--- src/rtl/pdm_pkg.sv ---
// Shared constants for the lesson_3 PDM capture and delay-and-sum path.
// WINDOW_SIZE must match the value delay_sum uses for its tap positions.
package pdm_pkg;

    localparam int PDM_WINDOW_SIZE = 64;
    localparam int PDM_CLK_DIV     = 32;
    localparam int PDM_SYNC_STAGES = 2;

    function automatic int fill_w(input int window_size);
        return $clog2(window_size + 1);
    endfunction

endpackage

--- src/rtl/pdm_clk_gen.sv ---
// PDM clock divider: a 50% duty pdm_clk plus strobes marking the last
// s_clk cycle of the high phase (left_tick) and of the low phase (right_tick).
module pdm_clk_gen import pdm_pkg::*; #(
    parameter int CLK_DIV = PDM_CLK_DIV
) (
    input  logic s_clk,
    input  logic n_rst,
    input  logic en,
    output logic pdm_clk,
    output logic left_tick,
    output logic right_tick
);

    localparam int HALF = CLK_DIV / 2;
    localparam int CW   = $clog2(CLK_DIV);
    localparam logic [CW-1:0] LAST      = CW'(CLK_DIV - 1);
    localparam logic [CW-1:0] HALF_LAST = CW'(HALF - 1);
    localparam logic [CW-1:0] HALF_CNT  = CW'(HALF);

    logic [CW-1:0] div_cnt_q, div_cnt_d;
    logic          pdm_clk_q, pdm_clk_d;

    // pdm_clk is derived from the next count so it always equals (div_cnt < HALF).
    always_comb begin
        div_cnt_d = LAST;
        pdm_clk_d = 1'b0;
        if (en) begin
            div_cnt_d = (div_cnt_q == LAST) ? '0 : div_cnt_q + 1'b1;
            pdm_clk_d = (div_cnt_d < HALF_CNT);
        end
    end

    always_ff @(posedge s_clk) begin
        if (!n_rst) begin
            div_cnt_q <= LAST;
            pdm_clk_q <= 1'b0;
        end else begin
            div_cnt_q <= div_cnt_d;
            pdm_clk_q <= pdm_clk_d;
        end
    end

    assign pdm_clk    = pdm_clk_q;
    assign left_tick  = en && (div_cnt_q == HALF_LAST);
    assign right_tick = en && (div_cnt_q == LAST);

endmodule

--- src/rtl/pdm_stereo_capture.sv ---
// Stereo PDM front end: divides s_clk into pdm_clk, synchronises the shared
// data line and shifts left/right samples into rolling buffers (bit 0 newest).
module pdm_stereo_capture import pdm_pkg::*; #(
    parameter int WINDOW_SIZE = PDM_WINDOW_SIZE,
    parameter int CLK_DIV     = PDM_CLK_DIV,
    parameter int SYNC_STAGES = PDM_SYNC_STAGES
) (
    input  logic                             s_clk,
    input  logic                             n_rst,
    input  logic                             en,
    input  logic                             pdm_data,
    output logic                             pdm_clk,
    output logic [WINDOW_SIZE-1:0]           left_rolling_buffer,
    output logic [WINDOW_SIZE-1:0]           right_rolling_buffer,
    output logic                             sample_stb,
    output logic [fill_w(WINDOW_SIZE)-1:0]   fill_count,
    output logic                             buffers_valid
);

    localparam int FW = fill_w(WINDOW_SIZE);
    localparam logic [FW-1:0] FULL = FW'(WINDOW_SIZE);

    logic                   left_tick, right_tick;
    logic [SYNC_STAGES-1:0] sync_q, sync_d;
    logic                   pdm_sync;
    logic [WINDOW_SIZE-1:0] left_buf_q, left_buf_d;
    logic [WINDOW_SIZE-1:0] right_buf_q, right_buf_d;
    logic                   left_seen_q, left_seen_d;
    logic                   sample_stb_q, sample_stb_d;
    logic [FW-1:0]          fill_count_q, fill_count_d;
    logic                   buffers_valid_q, buffers_valid_d;

    pdm_clk_gen #(
        .CLK_DIV    (CLK_DIV)
    ) u_clk_gen (
        .s_clk      (s_clk),
        .n_rst      (n_rst),
        .en         (en),
        .pdm_clk    (pdm_clk),
        .left_tick  (left_tick),
        .right_tick (right_tick)
    );

    assign sync_d   = {sync_q[SYNC_STAGES-2:0], pdm_data};
    assign pdm_sync = sync_q[SYNC_STAGES-1];

    // A right sample only commits a pair if a left sample preceded it.
    always_comb begin
        left_buf_d      = left_buf_q;
        right_buf_d     = right_buf_q;
        left_seen_d     = left_seen_q;
        sample_stb_d    = 1'b0;
        fill_count_d    = fill_count_q;
        buffers_valid_d = 1'b0;
        if (!en) begin
            left_buf_d   = '0;
            right_buf_d  = '0;
            left_seen_d  = 1'b0;
            fill_count_d = '0;
        end else begin
            if (left_tick) begin
                left_buf_d  = {left_buf_q[WINDOW_SIZE-2:0], pdm_sync};
                left_seen_d = 1'b1;
            end
            if (right_tick && left_seen_q) begin
                right_buf_d  = {right_buf_q[WINDOW_SIZE-2:0], pdm_sync};
                left_seen_d  = 1'b0;
                sample_stb_d = 1'b1;
                fill_count_d = (fill_count_q == FULL) ? FULL : fill_count_q + 1'b1;
            end
            buffers_valid_d = (fill_count_d == FULL);
        end
    end

    always_ff @(posedge s_clk) begin
        if (!n_rst) begin
            sync_q          <= '0;
            left_buf_q      <= '0;
            right_buf_q     <= '0;
            left_seen_q     <= 1'b0;
            sample_stb_q    <= 1'b0;
            fill_count_q    <= '0;
            buffers_valid_q <= 1'b0;
        end else begin
            sync_q          <= sync_d;
            left_buf_q      <= left_buf_d;
            right_buf_q     <= right_buf_d;
            left_seen_q     <= left_seen_d;
            sample_stb_q    <= sample_stb_d;
            fill_count_q    <= fill_count_d;
            buffers_valid_q <= buffers_valid_d;
        end
    end

    assign left_rolling_buffer  = left_buf_q;
    assign right_rolling_buffer = right_buf_q;
    assign sample_stb           = sample_stb_q;
    assign fill_count           = fill_count_q;
    assign buffers_valid        = buffers_valid_q;

endmodule

--- config.mk ---
export PLATFORM = sky130hd
export DESIGN_NAME = pdm_stereo_capture
export DESIGN_NICKNAME = d
export VERILOG_FILES = /design/src/rtl/pdm_pkg.sv /design/src/rtl/pdm_clk_gen.sv /design/src/rtl/pdm_stereo_capture.sv
export SDC_FILE = /design/constraint.sdc
export NUM_CORES = 1
export LEC_CHECK = 0
export ABC_CLOCK_PERIOD_IN_PS = 2800
export CELL_PAD_IN_SITES_DETAIL_PLACEMENT = 0
export CELL_PAD_IN_SITES_GLOBAL_PLACEMENT = 1
export CORE_ASPECT_RATIO = 1.25
export CORE_MARGIN = 5
export CORE_UTILIZATION = 35
export DETAILED_ROUTE_END_ITERATION = 8
export GPL_ROUTABILITY_DRIVEN = 1
export PLACE_DENSITY_LB_ADDON = 0.1
export SETUP_SLACK_MARGIN = 0.05
export SLEW_MARGIN = 40
export SYNTH_ARGS = -nofsm -noshare
export SYNTH_HDL_FRONTEND = slang
export SYNTH_SLANG_ARGS = --single-unit
--- constraint.sdc ---
create_clock -name s_clk -period 2.8 [get_ports s_clk]
set_input_delay 0.7 -clock s_clk [delete_from_list [all_inputs] [get_ports s_clk]]
set_output_delay 0.7 -clock s_clk [all_outputs]
set_load 0.03 [all_outputs]
# --- Word-level counts from Yosys, hierarchy flattened ---
# Cells that the tools add are included.
word_totals:
  ff_bits: 146
  input_bits: 4
  out_inout_bits: 138
classes:
  n_addsub: 2
  n_lt_le_gt_ge: 1
  eq_ne: 4
  n_mux: 5
  n_bitwise: 2
  reduce_logical: 5
op_table:
  columns: ["cell", "n"]
  rows:
  - ["2-to-1 mux 7 bit", 3]
  - ["equality test 7 bit, second input constant", 2]
  - ["adder 7 x 1 -> 7 bit, second input constant", 1]
  - ["adder 5 x 1 -> 5 bit, second input constant", 1]
  - ["equality test 5 x 4 -> 1 bit, second input constant", 1]
  - ["equality test 5 bit, second input constant", 1]
  - ["less-than comparator 5 bit, second input constant", 1]
  - ["2-to-1 mux 5 bit", 1]
  - ["logical AND 1 bit", 3]
  - ["OR reduction 3 bit", 1]
  - ["NOT 1 bit", 2]
  - ["AND reduction 2 bit", 1]
  - ["2-to-1 mux 1 bit", 1]

# --- Longest topological paths before layout ---
# Gate-level depths: netlist of the first run.
logic_depth:
  word_depth: 6
  mapped_depth: 9

# --- Cells and area by module ---
# A second synthesis of the first run with hierarchy kept.
unflattened:
  cells_unflattened: 568
  area_unflattened_um2: 5265.0
modules_own_cells:
  columns: ["mod", "n_inst", "cells_each", "area_per_inst_um2", "seq_area_each_um2"]
  rows:
  - ["pdm_stereo_capture", 1, 545, 5021.1, 2802.7]
  - ["pdm_clk_gen", 1, 23, 244.0, 120.1]

# --- Least setup slack after synthesis of the first run ---
# Ideal clock, no wire load.
synth_timing:
  kind: "register -> register"
  from: "register u_clk_gen.div_cnt_q[0]"
  to: "register buffers_valid_q, in the netlist buffers_valid"
  setup_time_ps: 117
  arrival_ps: 1870
  path_slack_ps: 812
  stages_incl_launch_ff: 9
  n_path_buf: 1
  synth_period_minus_slack_ps: 1988
  path_cell_list: "dfxtp_1 > ha_1 > and3_1 > ha_1 > buf_6 > nand4_1 > or3_2 > nand4_1 > and4bb_2"
synth_via:
  elab_chain_len: 6
synth_lines:
  columns: ["element", "line", "text"]
  rows:
  - ["start, declared", "pdm_clk_gen.sv:20", "logic [CW-1:0] div_cnt_q, div_cnt_d;"]
  - ["start signal, assigned", "pdm_clk_gen.sv:38", "div_cnt_q <= div_cnt_d;"]
  - ["equality test 5 bit", "pdm_clk_gen.sv:45", "assign right_tick = en && (div_cnt_q == LAST);"]
  - ["logical AND 1 bit", "pdm_clk_gen.sv:45", null]
  - ["logical AND 1 bit", "pdm_stereo_capture.sv:65", "if (right_tick && left_seen_q) begin"]
  - ["2-to-1 mux 7 bit", "pdm_stereo_capture.sv:65", null]
  - ["2-to-1 mux 7 bit", "pdm_stereo_capture.sv:55", "if (!en) begin"]
  - ["equality test 7 bit", "pdm_stereo_capture.sv:71", "buffers_valid_d = (fill_count_d == FULL);"]
  - ["end signal, assigned", "pdm_stereo_capture.sv:91", "buffers_valid_q <= buffers_valid_d;"]
  - ["end, declared", "pdm_stereo_capture.sv:31", "logic buffers_valid_q, buffers_valid_d;"]
# No other way between the ends. The select of a mux whose other input is x is not followed.
# A chain may end at the register's enable or synchronous reset.

# --- Final worst setup path of the first run ---
# Same ends and word-level chain as after synthesis.

==> results of run 1 <==
flip-flops by register name, indices dropped and copies added, names as in the netlist:
register and count:
right_rolling_buffer 64, fill_count 7, u_clk_gen.pdm_clk 1, sample_stb 1, sync_q 2, left_seen_q 1
u_clk_gen.div_cnt_q 5, left_rolling_buffer 64, buffers_valid 1
stage by stage:
stage | instance area (um2) | utilization [%] | setup WS (ns)
final | 7410 | 51.2 | 0.432
after global routing | 7410 | 51.2 | 0.253
after CTS | 7410 | 51.2 | 0.404
after detailed placement | 6820 | 47.2 | 0.431
after global placement | 6820 | 47.2 | 0.491
after floorplan | 5200 | - | 0.812
worst max-delay path by stage:
stage,to,from,slack (ns)
5_1_grt,buffers_valid,u_clk_gen.div_cnt_q[0],0.25
2_1_floorplan,buffers_valid,u_clk_gen.div_cnt_q[0],0.81
3_5_place_dp,buffers_valid,en,0.43
4_1_cts,fill_count[1],fill_count[1],0.40
6_report,buffers_valid,u_clk_gen.div_cnt_q[0],0.43
3_3_place_gp,buffers_valid,en,0.49
cells in the final DEF, fill, tap and decap left out, drive strengths merged:
cell           instances
a211oi                 1
a21oi                 72
a311o                  1
a31oi                  1
and2                   4
and3                   4
and4bb                 1
buf                    7
bufinv                 3
clkbuf                20
clkdlybuf4s50        141
clkinv                 4
clkinvlp               3
dfxtp                146
ha                     5
inv                    6
mux2i                 65
nand2                134
nand2b                 1
nand3                  6
nand4                  4
nor2                  69
nor3                   1
nor4                   1
nor4b                  1
o21ai                  7
o31ai                  1
or3                    3
or4                    1
xnor2                  1
xor2                   1
area by class of cell:
class,count,area (um2)
clock inverters,10,136
well taps,178,223
flip-flops and latches,146,2920
inverters,6,22.5
multi-input cells,385,2120
fillers,1382,7060
clock buffers,20,447
repair buffers,148,1540
cells in the mapped netlist, drive strengths merged:
cell and instances:
a211oi 1, a31oi 1, o21ai 7, and2 4, nor2 69, xnor2 1
inv 6, a21oi 72, nor4 1, or4 1, and3 4, nor4b 1
nand2b 1, buf 8, o31ai 1, nand4 4, ha 5, clkbuf 30
nor3 1, nand2 134, or3 3, mux2i 65, and4bb 1, a311o 1
nand3 6, dfxtp 146, xor2 1
layer usage:
metal	part of all wire, %	wire, um	vias up	global-route usage (%)
met5	0	0	-	0
met2	48	5970	114	24.7
met3	8.8	1090	19	7.00
met1	41	5040	1991	15.2
li1	-	-	2158	-
met4	2.1	255	0	6.43
power by group through the flow:
| stage | clock network (uW) | logic, uW | registers, uW |
|---|---|---|---|
| after floorplan | 0 | 103 | 2140 |
| after global placement | 0 | 145 | 2140 |
| after detailed placement | 0 | 146 | 2140 |
| after CTS | 2310 | 147 | 2090 |
| after global routing | 2400 | 156 | 2090 |
| final | 2230 | 142 | 2090 |
kinds of logic (layout without fill, tap and decap cells):
family / after synthesis / in the layout
buffers and inverters: 44 / 184
adders and majority gates: 5 / 5
muxes: 65 / 65
AOI/OAI and AO/OA: 83 / 83
DFF: 146 / 146
and+or+nand+nor: 230 / 230
xor gates and xnor gates: 2 / 2
==> impl_metrics.env, run 1 <==
export IMPL_ant_nets=0
export IMPL_setup_viol=0
export IMPL_yosys_register_bits=146
export IMPL_required_ns=3.15
export IMPL_first_pass_iters=4
export IMPL_cts_tree="done"
export IMPL_wl_per_cell_um=13.8
export IMPL_period_minus_slack_ns=2.37
export IMPL_synth_area_per_cell_um2=9.05
export IMPL_power_density_nw_per_um2=603
export IMPL_insertion_delay_ns=0.41
export IMPL_drtIter0Drc=229
export IMPL_holdBufCountCts=0
export IMPL_setup_tns_final_ns=0
export IMPL_cap_violations=0
export IMPL_path_cells="ha_1 -> and3_1 -> ha_1 -> nand4_1 -> or4_1 -> a21oi_1 -> and4bb_2"
export IMPL_max_stage_delay_ns=0.52
export IMPL_slew_headroom_pct=71.7
export IMPL_yosysTopAreaCell="dfxtp_1"
export IMPL_overflow=0
export IMPL_yosysWarnings=0
export IMPL_cts_clk_slew_worst_paths_ns=0.06
export IMPL_vias=4282
export IMPL_synth_compound_area_share_pct=8.20
export IMPL_cts_setup_buffers=0
export IMPL_cp_slowest_cell="or4_1"
export IMPL_worst_path_buf_inv=0
export IMPL_synth_top_cell_area_share_pct=56.2
export IMPL_leakage_uw=0.00236
export IMPL_tightest_slew_ns=0.420
export IMPL_synthesis_nets=584
export IMPL_path_depth=7
export IMPL_cp_max_fo=10
export IMPL_critPathKind="reg2reg"
export IMPL_crit_arrival_ns=2.72
export IMPL_post_cts_resize_count=0
export IMPL_hpwlAfterDp_um=8310
export IMPL_hold_end="sync_q[1]"
export IMPL_io_buffers=141
export IMPL_grt_pass1_wl_um=20900
export IMPL_root_buffer="clkbuf_16"
export IMPL_clock_path_buffers=2
export IMPL_groute_usage_overall_pct=14.5
export IMPL_syn_area_um2=5200
export IMPL_finClkSkew_ns=0.00627
export IMPL_io_pins=142
export IMPL_hold_violations=0
export IMPL_drc=0
export IMPL_combPwrFrac_pct=3.2
export IMPL_power_internal_uw=3550
export IMPL_critPathCaptureType="flip-flop"
export IMPL_grt_setup_unrepaired="no"
export IMPL_pwr_share_clk_pct=49.9
export IMPL_antenna_found_initial=0
export IMPL_cts_made_buffers=17
export IMPL_grt_pass1_vias=4325
export IMPL_yosys_area_share_simple_pct=18.0
export IMPL_power_switching_uw=914
export IMPL_slew_violations=0
export IMPL_worstHoldPathCells=1
export IMPL_switching_share_pct=20.5
export IMPL_diodes=0
export IMPL_die_area_um2=17400
export IMPL_hp_start="sync_q[0]"
export IMPL_timing_hold_ws_ns=0.431
export IMPL_syn_to_final_growth_pct=42.3
export IMPL_grt_max_degree=76
export IMPL_die_w_um=119
export IMPL_rr_worst_depth=7
export IMPL_viasPerCell=4.80
export IMPL_num_rows=49
export IMPL_htree_levels=4
export IMPL_synthCells=575
export IMPL_finalCritPeriodShare_pct=84.6
export IMPL_ys_top_cells_by_area="dfxtp_1 56%, mux2i_1 13%, nand2_1 9.7%"
export IMPL_synth_xor_area_share_pct=0.337
export IMPL_die_h_um=146
export IMPL_place_gp_congestion=0.796
export IMPL_ir_drop_mv=0.315
export IMPL_drive_above_1_share_pct=5.87
export IMPL_fmax_mhz=422
export IMPL_power_total_uw=4470
export IMPL_synth_fa_ha_area_share_pct=1.20
export IMPL_synth_top_family_by_area="simple AND/OR/NAND/NOR gates"
export IMPL_seqPwrFrac_pct=46.9
export IMPL_start_util_pct=36.0
export IMPL_placed_cells=863
export IMPL_worstSetupStartpointType="flip-flop"
export IMPL_totalWireLength_um=12300
export IMPL_path_delay_family="simple AND/OR/NAND/NOR gates"
export IMPL_crit_top_cell="ha_1"
export IMPL_outcome="finished clean"
export IMPL_finalNetCount=713
export IMPL_synthMuxAreaShare_pct=12.5
export IMPL_rr_startpoint="u_clk_gen.div_cnt_q[0]"
export IMPL_yosysSeqAreaShare_pct=56.2
export IMPL_rrSetupSlack_ns=0.43
export IMPL_cts_sinks=146
export IMPL_hold_path_class="reg2reg"
export IMPL_synthDistinctLibCells=33
export IMPL_core_area_um2=14500
export IMPL_r2r_end="buffers_valid"
export IMPL_stdcell_count=893
(Power assumes the default switching activity.)
==> run 2, diff against run 1 <==
Settings changed: ABC_CLOCK_PERIOD_IN_PS 2800 to 2300.
Clock period 2.8 ns to 2.3 ns, I/O delays scaled along.
==> run 2 against run 1 <==
Net effect: worst setup slack got worse by 0.28 ns; global-route usage fell by 0.080 points; worst hold slack got worse by 0.00077 ns; sequential power rose by 22%; combinational power rose by 27%; non-clock buffer count rose by 5; sequential share of layout area fell by 0.36 points; cell count rose by 0.78%; first-iteration DRC count rose by 5.2%; utilization rose by 0.47 points; largest cell class unchanged.
==> impl_metrics.env, run 2 (synthesis results as in run 1) <==
export IMPL_setup_viol=0
export IMPL_htree_levels=4
export IMPL_required_ns=1.73
export IMPL_path_depth=1
export IMPL_path_delay_family="buffers and inverters"
export IMPL_slew_headroom_pct=72.8
export IMPL_critPathKind="reg2out"
export IMPL_cts_setup_buffers=0
export IMPL_ir_drop_mv=0.480
export IMPL_power_density_nw_per_um2=741
export IMPL_r2r_end="buffers_valid"
export IMPL_io_pins=142
export IMPL_grt_max_degree=66
export IMPL_root_buffer="clkbuf_16"
export IMPL_cts_tree="done"
export IMPL_max_stage_delay_ns=0.72
export IMPL_grtUsageMet3_pct=7.00
export IMPL_rrSetupSlack_ns=0.23
export IMPL_die_area_um2=17400
export IMPL_period_minus_slack_ns=2.15
export IMPL_finalNetCount=718
export IMPL_startpoint="fill_count[1]"
export IMPL_place_area_um2=6860
export IMPL_cts_sinks=146
export IMPL_first_pass_iters=4
export IMPL_worst_path_buf_inv=1
export IMPL_path_cells="clkdlybuf4s50_1"
export IMPL_cp_slowest_cell="clkdlybuf4s50_1"
export IMPL_clock_path_buffers=2
export IMPL_viasPerCell=4.73
export IMPL_rr_worst_depth=7
export IMPL_insertion_delay_ns=0.41
export IMPL_grt_setup_unrepaired="no"
export IMPL_final_common_cell="dfxtp_1"
export IMPL_outcome="finished clean"
export IMPL_die_h_um=146
export IMPL_finalCritPeriodShare_pct=93.4
export IMPL_io_buffers=141
export IMPL_use_met1_pct=16.8
export IMPL_cap_violations=0
export IMPL_diodes=0
export IMPL_hold_path_class="reg2reg"
export IMPL_leakage_uw=0.00246
export IMPL_rr_startpoint="u_clk_gen.div_cnt_q[0]"
export IMPL_drc=0
export IMPL_final_area_um2=7470
export IMPL_num_rows=49
export IMPL_worstSetupStartpointType="flip-flop"
export IMPL_crit_arrival_ns=1.57
export IMPL_core_area_um2=14500
export IMPL_place_gp_congestion=0.826
export IMPL_syn_to_final_growth_pct=43.6
export IMPL_grt_pass1_vias=4236
export IMPL_timing_hold_ws_ns=0.431
export IMPL_finClkSkew_ns=0.00620
export IMPL_groute_usage_overall_pct=14.5
export IMPL_overflow=0
export IMPL_critPathCaptureType="output pin"
export IMPL_hold_violations=0
export IMPL_hpwlAfterDp_um=8240
export IMPL_critPathCapture="fill_count[1]"
export IMPL_wl_per_cell_um=13.8
export IMPL_die_w_um=119
export IMPL_vias=4260
export IMPL_cts_clk_slew_worst_paths_ns=0.06
export IMPL_start_util_pct=36.0
export IMPL_drive_above_1_share_pct=6.65
export IMPL_cts_made_buffers=17
export IMPL_antenna_found_initial=0
export IMPL_busiest_layer="met2"
export IMPL_finish_utilization_pct=51.7
export IMPL_totalWireLength_um=12400
export IMPL_fmax_mhz=465
export IMPL_drtIter0Drc=241
export IMPL_post_cts_resize_count=1
export IMPL_holdBufCountCts=0
export IMPL_tightest_slew_ns=0.404
export IMPL_met2_usage_pct=22.9
export IMPL_setup_tns_final_ns=0
export IMPL_power_total_uw=5530
export IMPL_cp_max_fo=6
export IMPL_layout_common_cells="146 x dfxtp_1, 137 x clkdlybuf4s50_1, 132 x nand2_1"
export IMPL_grt_pass1_wl_um=20700
export IMPL_ant_nets=0
export IMPL_slew_violations=0
## run 2: changes by cell type in the layout (fill, tap and decap cells not counted), moves of 2 or more
cell / delta
buf_4: +5
clkdlybuf4s50_1: -4
dlymetal6s2s_1: +3
clkbuf_8: +2
## run 2: layer usage
layer  vias up  wire (um)
li1       2167          -
met1      1968       5400
met2       110       5740
met3        15       1120
met4         0        177
met5         -          0
## run 2: final cells by class
type,instances,area (um2)
timing repair buffer,153,1580
sequential,146,2920
tap,178,223
inverter,6,22.5
clock inverter,9,129
multi-input combinational,385,2120
fill,1363,7000
clock buffer,23,478
## run 2: worst min path at each step
stage | end | start | cells past startpoint | slack, ns
floorplan | sync_q[1] | sync_q[0] | 1 | 0.41
global placement | sync_q[1] | sync_q[0] | 1 | 0.43
detailed placement | sync_q[1] | sync_q[0] | 1 | 0.42
CTS | sync_q[1] | sync_q[0] | 1 | 0.43
global route | sync_q[1] | sync_q[0] | 1 | 0.45
finish | sync_q[1] | sync_q[0] | 1 | 0.43
## run 2: stage by stage
stage,instances,setup slack (ns)
after floorplan,575,0.312
after global placement,868,0.137
after detailed placement,868,0.130
after CTS,900,0.0502
after global routing,900,0.0717
final,900,0.151
## run 2: power breakdown
part / internal [uW] / switching, uW
sequential: 2540 / 6.48
clock: 1790 / 1020
combinational: 71.8 / 109
total: 4400 / 1130
==> run 3, diff against run 2 <==
Settings changed: RECOVER_POWER set to 25, SETUP_SLACK_MARGIN 0.05 to 0.2.
==> run 3 against run 2 <==
Net effect: clock skew hardly changed; utilization fell by 1.3 points; largest power group unchanged; via count is 0.52% higher; count of clock-buffer cells in the layout is the same; clock power about the same; sequential power hardly changed; critical path depth stayed put; worst setup slack gained 0.096 ns; worst hold slack about the same; sequential cell count unchanged; sequential share of layout area increased by 0.99 points; global-route usage unchanged.
==> impl_metrics.env, run 3 (synthesis results as in run 1) <==
export IMPL_outcome="finished clean"
export IMPL_startpoint="left_rolling_buffer[57]"
export IMPL_antenna_found_initial=1
export IMPL_finish_utilization_pct=50.4
export IMPL_critPathKind="reg2out"
export IMPL_path_depth=1
export IMPL_power_total_uw=5530
export IMPL_slew_violations=0
export IMPL_combPwrFrac_pct=3.3
export IMPL_drive_above_1_share_pct=6.93
export IMPL_worstSetupStartpointType="flip-flop"
export IMPL_holdBufCountCts=0
export IMPL_root_buffer="clkbuf_16"
export IMPL_power_density_nw_per_um2=759
export IMPL_hpwlAfterDp_um=8240
export IMPL_vias=4282
export IMPL_totalWireLength_um=12400
export IMPL_cp_max_fo=3
export IMPL_die_h_um=146
export IMPL_grt_setup_unrepaired="yes"
export IMPL_cap_violations=0
export IMPL_syn_to_final_growth_pct=40.1
export IMPL_critPathCapture="left_rolling_buffer[57]"
export IMPL_rr_startpoint="u_clk_gen.div_cnt_q[0]"
export IMPL_core_area_um2=14500
export IMPL_first_pass_iters=5
export IMPL_path_delay_family="buffers and inverters"
export IMPL_io_buffers=141
export IMPL_crit_arrival_ns=1.48
export IMPL_place_gp_congestion=0.826
export IMPL_path_cells="clkdlybuf4s50_1"
export IMPL_leakage_uw=0.00237
export IMPL_met2_usage_pct=22.9
export IMPL_finalNetCount=718
export IMPL_die_area_um2=17400
export IMPL_hold_path_class="reg2reg"
export IMPL_insertion_delay_ns=0.41
export IMPL_tightest_slew_ns=0.438
export IMPL_busiest_layer="met2"
export IMPL_switching_share_pct=20.4
export IMPL_timing_hold_ws_ns=0.431
export IMPL_num_rows=49
export IMPL_viasPerCell=4.76
export IMPL_ir_drop_mv=0.480
export IMPL_drtIter0Drc=251
export IMPL_final_common_cell="dfxtp_1"
export IMPL_use_met1_pct=16.8
export IMPL_start_util_pct=36.0
export IMPL_power_switching_uw=1130
export IMPL_io_pins=142
export IMPL_finalCritPeriodShare_pct=89.2
export IMPL_cts_clk_slew_worst_paths_ns=0.06
export IMPL_grt_pass1_wl_um=20700
export IMPL_rrSetupSlack_ns=0.25
export IMPL_die_w_um=119
export IMPL_seqPwrFrac_pct=46.1
export IMPL_slew_headroom_pct=70.9
export IMPL_cts_made_buffers=17
export IMPL_post_cts_resize_count=7
export IMPL_diodes=0
export IMPL_rr_worst_depth=7
export IMPL_max_stage_delay_ns=0.69
export IMPL_required_ns=1.73
export IMPL_worst_path_buf_inv=1
export IMPL_hp_start="sync_q[0]"
export IMPL_hold_violations=0
export IMPL_cp_slowest_cell="clkdlybuf4s50_1"
export IMPL_ant_nets=0
export IMPL_layout_common_cells="146 x dfxtp_1, 132 x nand2_1, 105 x clkdlybuf4s50_1"
export IMPL_cts_setup_buffers=0
export IMPL_period_minus_slack_ns=2.05
export IMPL_setup_viol=0
export IMPL_finClkSkew_ns=0.00647
export IMPL_cts_tree="done"
export IMPL_overflow=0
export IMPL_power_internal_uw=4400
export IMPL_grt_max_degree=66
export IMPL_setup_tns_final_ns=0
export IMPL_drc=0
export IMPL_clock_path_buffers=2
export IMPL_r2r_end="buffers_valid"
export IMPL_grt_pass1_vias=4236
export IMPL_wl_per_cell_um=13.8
export IMPL_htree_levels=4
export IMPL_post_route_worst_setup_slack_ns=0.248
export IMPL_fmax_mhz=487
export IMPL_critPathCaptureType="output pin"
export IMPL_cts_sinks=146
export IMPL_groute_usage_overall_pct=14.5
export IMPL_dp_slack_ns=0.130
export IMPL_grtUsageMet3_pct=7.00
export IMPL_pwr_share_clk_pct=50.7
==> run 3: final cells by class <==
class | count | area (um2)
Multi-Input combinational cell | 385 | 2120
Fill cell | 1395 | 7180
Sequential cell | 146 | 2920
Clock inverter | 9 | 129
Inverter | 6 | 22.5
Timing Repair Buffer | 153 | 1390
Tap cell | 178 | 223
Clock buffer | 23 | 478
==> run 3: worst min path at each step <==
| stage | slack [ns] | end | cells past startpoint |
|---|---|---|---|
| 2_1_floorplan | 0.41 | sync_q[1] | 1 |
| 3_3_place_gp | 0.43 | sync_q[1] | 1 |
| 3_5_place_dp | 0.42 | sync_q[1] | 1 |
| 4_1_cts | 0.43 | sync_q[1] | 1 |
| 5_1_grt | 0.45 | sync_q[1] | 1 |
| 6_report | 0.43 | sync_q[1] | 1 |
==> run 3: worst register-to-register path, cell delays in order (launching register included) <==
cell	delay, ns
dfxtp_1	0.35
ha_1	0.18
and3_1	0.23
ha_2	0.23
nand4_1	0.13
or4_1	0.51
a21oi_2	0.15
and4bb_2	0.22
==> run 3: routing by layer <==
layer  part of all wire (%)  vias up  routed length [um]
li1                       -     2162                   -
met4                    1.4        2                 170
met5                  0.073        -                   9
met1                     44     1991                5430
met3                    8.3       15                1030
met2                     46      112                5760
==> run 3: power groups by stage <==
stage               Clock, uW  Combinational, uW  Sequential [uW]
finish                   2800                181             2550
global route             3010                200             2550
CTS                      2890                186             2550
global placement            0                182             2600
detailed placement          0                185             2600
floorplan                   0                126             2600
==> run 3: per-stage QoR <==
stage          std cells  area, um2
2_1_floorplan        575       5200
3_3_place_gp         868       6860
3_5_place_dp         868       6860
4_1_cts              900       7460
5_1_grt              900       7290
6_report             900       7290
